<file path="src/rtl/lfsr_chk_pkg.sv">
// Shared types and helpers for the 3-bit PRBS checker (polynomial 1+x^2+x^3, period 7).
// History/state vectors are ordered {s(n-1), s(n-2), s(n-3)}: tap position k is bit LFSR_W-k.
package lfsr_chk_pkg;

   typedef enum logic {HUNT, LOCKED} chk_state_e;

   localparam int unsigned LFSR_W = 3;
   localparam int unsigned TAP_A  = 1;
   localparam int unsigned TAP_B  = 3;

   // Next stream bit from a 3-bit history: s(n) = s(n-1) ^ s(n-3)
   function automatic logic predict(input logic [LFSR_W-1:0] h);
      return h[LFSR_W-TAP_A] ^ h[LFSR_W-TAP_B];
   endfunction

endpackage

</file>
<file path="src/rtl/lfsr3_ref.sv">
// Loadable 3-bit Fibonacci reference LFSR. It advances on its own prediction, never on
// received data, so a corrupted input bit cannot propagate into later predictions.
module lfsr3_ref
   import lfsr_chk_pkg::*;
(
   input  logic              clk,
   input  logic              rst,
   input  logic              load,
   input  logic [LFSR_W-1:0] load_val,
   input  logic              adv,
   output logic              pred
);

   logic [LFSR_W-1:0] state;

   assign pred = predict(state);

   // State register: load wins over advance
   always_ff @(posedge clk) begin
      if (rst) begin
         state <= '0;
      end else if (load) begin
         state <= load_val;
      end else if (adv) begin
         state <= {pred, state[LFSR_W-1:1]};
      end
   end

endmodule

</file>
<file path="config.mk">
export PLATFORM = sky130hd
export DESIGN_NAME = lfsr3_ref
export DESIGN_NICKNAME = d
export VERILOG_FILES = /design/src/rtl/lfsr_chk_pkg.sv /design/src/rtl/lfsr3_ref.sv
export SDC_FILE = /design/constraint.sdc
export NUM_CORES = 1
export LEC_CHECK = 0
export ABC_AREA = 1
export BUFFER_PORTS_ARGS = -buffer_cell sky130_fd_sc_hd__buf_2
export CAP_MARGIN = 0
export CELL_PAD_IN_SITES_DETAIL_PLACEMENT = 0
export CELL_PAD_IN_SITES_GLOBAL_PLACEMENT = 2
export CORE_AREA = 2 2 39 41
export CTS_CLUSTER_SIZE = 8
export DETAILED_ROUTE_END_ITERATION = 7
export DIE_AREA = 0 0 41 43
export GPL_TIMING_DRIVEN = 0
export PLACE_DENSITY = 0.61
export SYNTH_ARGS = -nofsm -noshare
export SYNTH_HDL_FRONTEND = slang
export SYNTH_SLANG_ARGS = --single-unit
</file>
<file path="constraint.sdc">
create_clock -name clk -period 2.15 [get_ports clk]
set_input_delay 0.1075 -clock clk [delete_from_list [all_inputs] [get_ports clk]]
set_output_delay 0.1075 -clock clk [all_outputs]
set_load 0.02 [all_outputs]
</file>
# Word level (Yosys, flattened, before mapping)
# Cells that the tools add are included.
dict set report totals {
  regBits 3
  latchBits 0
  ramBits 0
  mem_bits_ro 0
  inputBits 7
  output_inout_bits 1
  elab_cells 5
  n_memories 0
}
dict set report classes {
  add_sub_neg 0
  n_mul 0
  div_mod_pow 0
  order_cmp 0
  n_eq_ne 0
  shifts 0
  mux 2
  n_bitwise 1
  n_reduce_logical 1
}
# op count
set op_table {}
lappend op_table {{$mux W3} 2}
lappend op_table {{$reduce_bool A2 Y1} 1}
lappend op_table {{$xor A1 B1 Y1} 1}

# Longest topological paths before layout
dict set report logic_depth {
  word_depth 3
  mapped_depth 5
}

# Least setup slack after synthesis
# No wires, ideal clock.
dict set report synth_path {
  path_kind {reg2out}
  start {register state[2]}
  end {output port pred}
  arrival_ns 0.657
  required_time_ns 2.043
  slack_ns 1.386
  stages_incl_launch_ff 4
  path_cell_list {dfxtp_1 inv_1 nand2_1 and2_1}
}
dict set report synth_between {
  elab_chain_cells 1
}
# element line_no
set synth_lines {}
lappend synth_lines {{from (decl)} lfsr3_ref.sv:14} ;# logic [LFSR_W-1:0] state;
lappend synth_lines {{from (signal assigned)} lfsr3_ref.sv:23} ;# state <= load_val;
lappend synth_lines {{from (signal assigned)} lfsr3_ref.sv:25} ;# state <= {pred, state[LFSR_W-1:1]};
lappend synth_lines {{$xor A1 B1 Y1} lfsr_chk_pkg.sv:13} ;# return h[LFSR_W-TAP_A] ^ h[LFSR_W-TAP_B];
lappend synth_lines {{to (decl)} lfsr3_ref.sv:11} ;# output logic pred
# Every way passes these cells.

# Worst setup path in the final report
# Same ends and word-level chain as after synthesis.

==> results <==
- STA classifies the critical path endpoint as an output pin.
- After legalization and detailed placement, the total HPWL measured 311 µm.
- The starting utilization of the core area is 12.2%.
- The synthesized netlist contains 8 unique library cells.
- In this run, CTS created clock tree buffers numbering 3.
- Summed over all nets, the switching power comes to about 46 µW.
- In this run the worst setup path begins at state[2]$_SDFFE_PP0P_.
- The aggregate negative setup slack is 0 ns.
- The detailed router finished its first iteration with 2 violations.
- The power density over the cells is 745 mW/mm².
- The DRC violations left is 0.
- The worst-path maximum fanout is 4.
- Summed over all layers, the routed wires come to 381 µm.
- Entering global routing, the biggest net connects 6 pins.
- Setup repair after global routing left no endpoint under its margin.
- The gate count after technology mapping is 29.
- The cell area after technology mapping is between 150 and 200 µm².
- After global routing the overflow that remains totals 0.
- Summed over all cells, the static leakage comes to 0.000140 µW.
- The share of the Yosys chip area taken by registers is 35.6%.
- The run finished with clean final reports.
- STA puts the critical path data required time at ~2.0 ns.
- The largest voltage drop on the vdd net is 235 µV.
- Routability-driven placement finished with a final weighted congestion of 0.675.
- The worst register-to-register path ends at state[2]$_SDFFE_PP0P_.
- The CTS clock-pin slew for the worst setup and hold paths is 0.04 ns.
- The horizontal extent of the die is 41 µm.
- The pin slew with the least headroom to its limit is roughly 0.17 ns.
- The area growth from synthesis to layout is 48.1%.
- The max-slew violation count came to 0.
- The highest metal layer carrying signal wires in the routed design is met3.
- The class of the worst hold path is in -> reg.
- Counting flops per register, the top entry is state.
- After clock tree synthesis, the repair step resized 0 gates.
- The core outline area is 0.00138 mm².
- In the final routing, the length of wire on met1 measures roughly 160 µm.
- The first TritonRoute pass finished after 4 iterations.
- The count of fill cells added during filler insertion is 160.
- The CTS tree is built.
- Measured against its own limit, the worst slew margin works out to 88.5%.
- The via count of the first global-routing pass is 166.
- The count of endpoints failing hold in the final timing report came to 0.
- In this run switching power makes up 24.5% of total power.
- The floorplan die area is 0.00176 mm².
- The reg2reg setup slack is between 1 and 1.5 ns.
- The final number of setup-violating endpoints is 0.
- The max-capacitance violation count is 0.
- The root buffer cell chosen for the clock tree is sky130_fd_sc_hd__clkbuf_4.
- The combinational cell fraction of total power is about 14%.
- The detailed route wirelength on metal2 is 186 µm.
- From bottom edge to top edge, the die measures 43 µm.
- Dividing the detail-routed via count by the number of cells gives 3.39.
- The number of hold-repair buffers added at the cts stage is 0.
- The global-route wire length before repair is slightly below 600 µm.
- The longest clock path from root to sink contains 2 buffers.
- The number of antenna violations at the first check in global routing was 0.
- In the finished design, the share of the clock period the worst path needs comes to 49.9%.
- In the final layout, the registers with the most flip-flops are state: 3 flops.
- The number of setup buffers added after CTS is 0.
- The clock skew after layout is 0.00522 ns.
- The average footprint of a synthesized cell is 5.82 µm².
- Detailed routing placed a total of approximately 34 µm of wire on met3.
- The count of cells along the worst register-to-register path is 4.
- The antenna diode count is 0.
- The synthesized flop and latch total is 3.
- In this run the tool buffered the top-level ports with 7 buffer cells.
- The worst setup path is launched from a flip-flop.
- The highest clock rate is 931 MHz.
- The mean routed wirelength per cell is 6.80 µm.
- The synthesis warning total is 0.
- The post-layout minimum cycle time is 1.07 ns.
- For this design, the sink count on the clock tree is 3.
- After the last flow step, the layout net total stands at 48.
- In this run the number of H-tree levels came out at 1.
- The internal power of the cells totals approximately 140 µW.
- Detailed routing inserted a total of 190 vias.
- STA puts the critical path data arrival time at 0.97 ns.
- The share of post-route cells with drive strength above 1 is 25.0%.
- The number of nets handed over by synthesis was 36.
- In this run the worst setup path terminates at pred.
- Clock latency on the worst-skew pair, taken at its later pin, is 0.23 ns.
- Pin placement for this block handled 8 I/O pins.
- Row generation in the floorplan step produced 14 rows.
- The total track usage is 5.42%.
- The final core utilization is 18.1%.
- The count of nets left with antenna violations once routing finished came out at 0.
- The part of the power in the clock network is 52.8%.
- The register with the most flip-flops in the layout has 3 of them.
- Of the total power, registers draw 33.4%.
- The setup path with the least slack is of type reg -> out.
- The critical register-to-register path startpoint is state[2]$_SDFFE_PP0P_.
power by group through the flow:
stage / clock network, µW / registers [µW] / logic, µW
final: 98.4 / 62.3 / 25.7
after global routing: 111 / 62.8 / 30.0
after CTS: 105 / 62.4 / 26.5
after detailed placement: 0 / 63.2 / 26.4
after global placement: 0 / 63.3 / 26.6
after floorplan: 0 / 62.5 / 15.2
worst min-delay path by stage:
stage | cells past startpoint | end | from
after floorplan | 1 | state[1]$_SDFFE_PP0P_ | rst
after global placement | 2 | state[2]$_SDFFE_PP0P_ | rst
after detailed placement | 2 | state[1]$_SDFFE_PP0P_ | rst
after CTS | 2 | state[1]$_SDFFE_PP0P_ | rst
after global routing | 2 | state[1]$_SDFFE_PP0P_ | rst
final | 2 | state[1]$_SDFFE_PP0P_ | rst
routing by layer:
layer	global-route usage, %	vias to the layer above
li1	-	110
met1	4.81	75
met2	7.19	5
met3	2.09	0
met4	8.00	0
met5	0	-
placed cells by master, fill, tap and decap left out, drive strengths merged:
master,count
and2,1
o21ai,1
a21oi,3
buf,7
inv,7
dfxtp,3
nor2,2
nand2,9
nand3,3
clkbuf,4
cell families (layout without fill, tap and decap cells):
group | count (synthesis) | count (layout) | share of synthesized area, %
DFF | 3 | 3 | 35.6
and+or+nand+nor | 15 | 15 | 37.0
AOI/OAI and AO/OA | 4 | 4 | 11.8
buffers and inverters | 7 | 18 | 15.6
layout make-up:
type | count | area (µm²) | area share [%]
Clock buffer | 4 | 26.3 | 10.5
Inverter | 7 | 26.3 | 10.5
Timing Repair Buffer | 7 | 35.0 | 14.0
Tap cell | 16 | 20.0 | 8.00
Sequential cell | 3 | 60.1 | 24.0
Multi-Input combinational cell | 19 | 82.6 | 33.0
worst max-delay path, cell delays in order (launching register included):
cell and delay, ns:
sky130_fd_sc_hd__dfxtp_1 0.36, sky130_fd_sc_hd__inv_1 0.05, sky130_fd_sc_hd__nand2_1 0.06, sky130_fd_sc_hd__and2_1 0.11, sky130_fd_sc_hd__buf_2 0.15
cell usage after synthesis (all sizes together):
cell type  instances  area share, %
nand2              9             20
inv                7             16
a21oi              3            8.9
dfxtp              3             36
nand3              3            8.9
nor2               2            4.4
and2               1            3.7
o21ai              1            3.0
metrics by stage:
| step | setup slack [ns] | cell area [µm²] | hold slack [ns] | std cells | power [µW] |
|---|---|---|---|---|---|
| floorplan | 1.39 | 169 | 0.177 | 29 | 77.8 |
| global placement | 1.30 | 224 | 0.313 | 52 | 89.9 |
| detailed placement | 1.30 | 224 | 0.308 | 52 | 89.7 |
| CTS | 1.05 | 250 | 0.0560 | 56 | 194 |
| global route | 0.989 | 250 | 0.0665 | 56 | 204 |
| finish | 1.08 | 250 | 0.0622 | 56 | 186 |
Note: power is estimated with default switching activity, not from simulation.
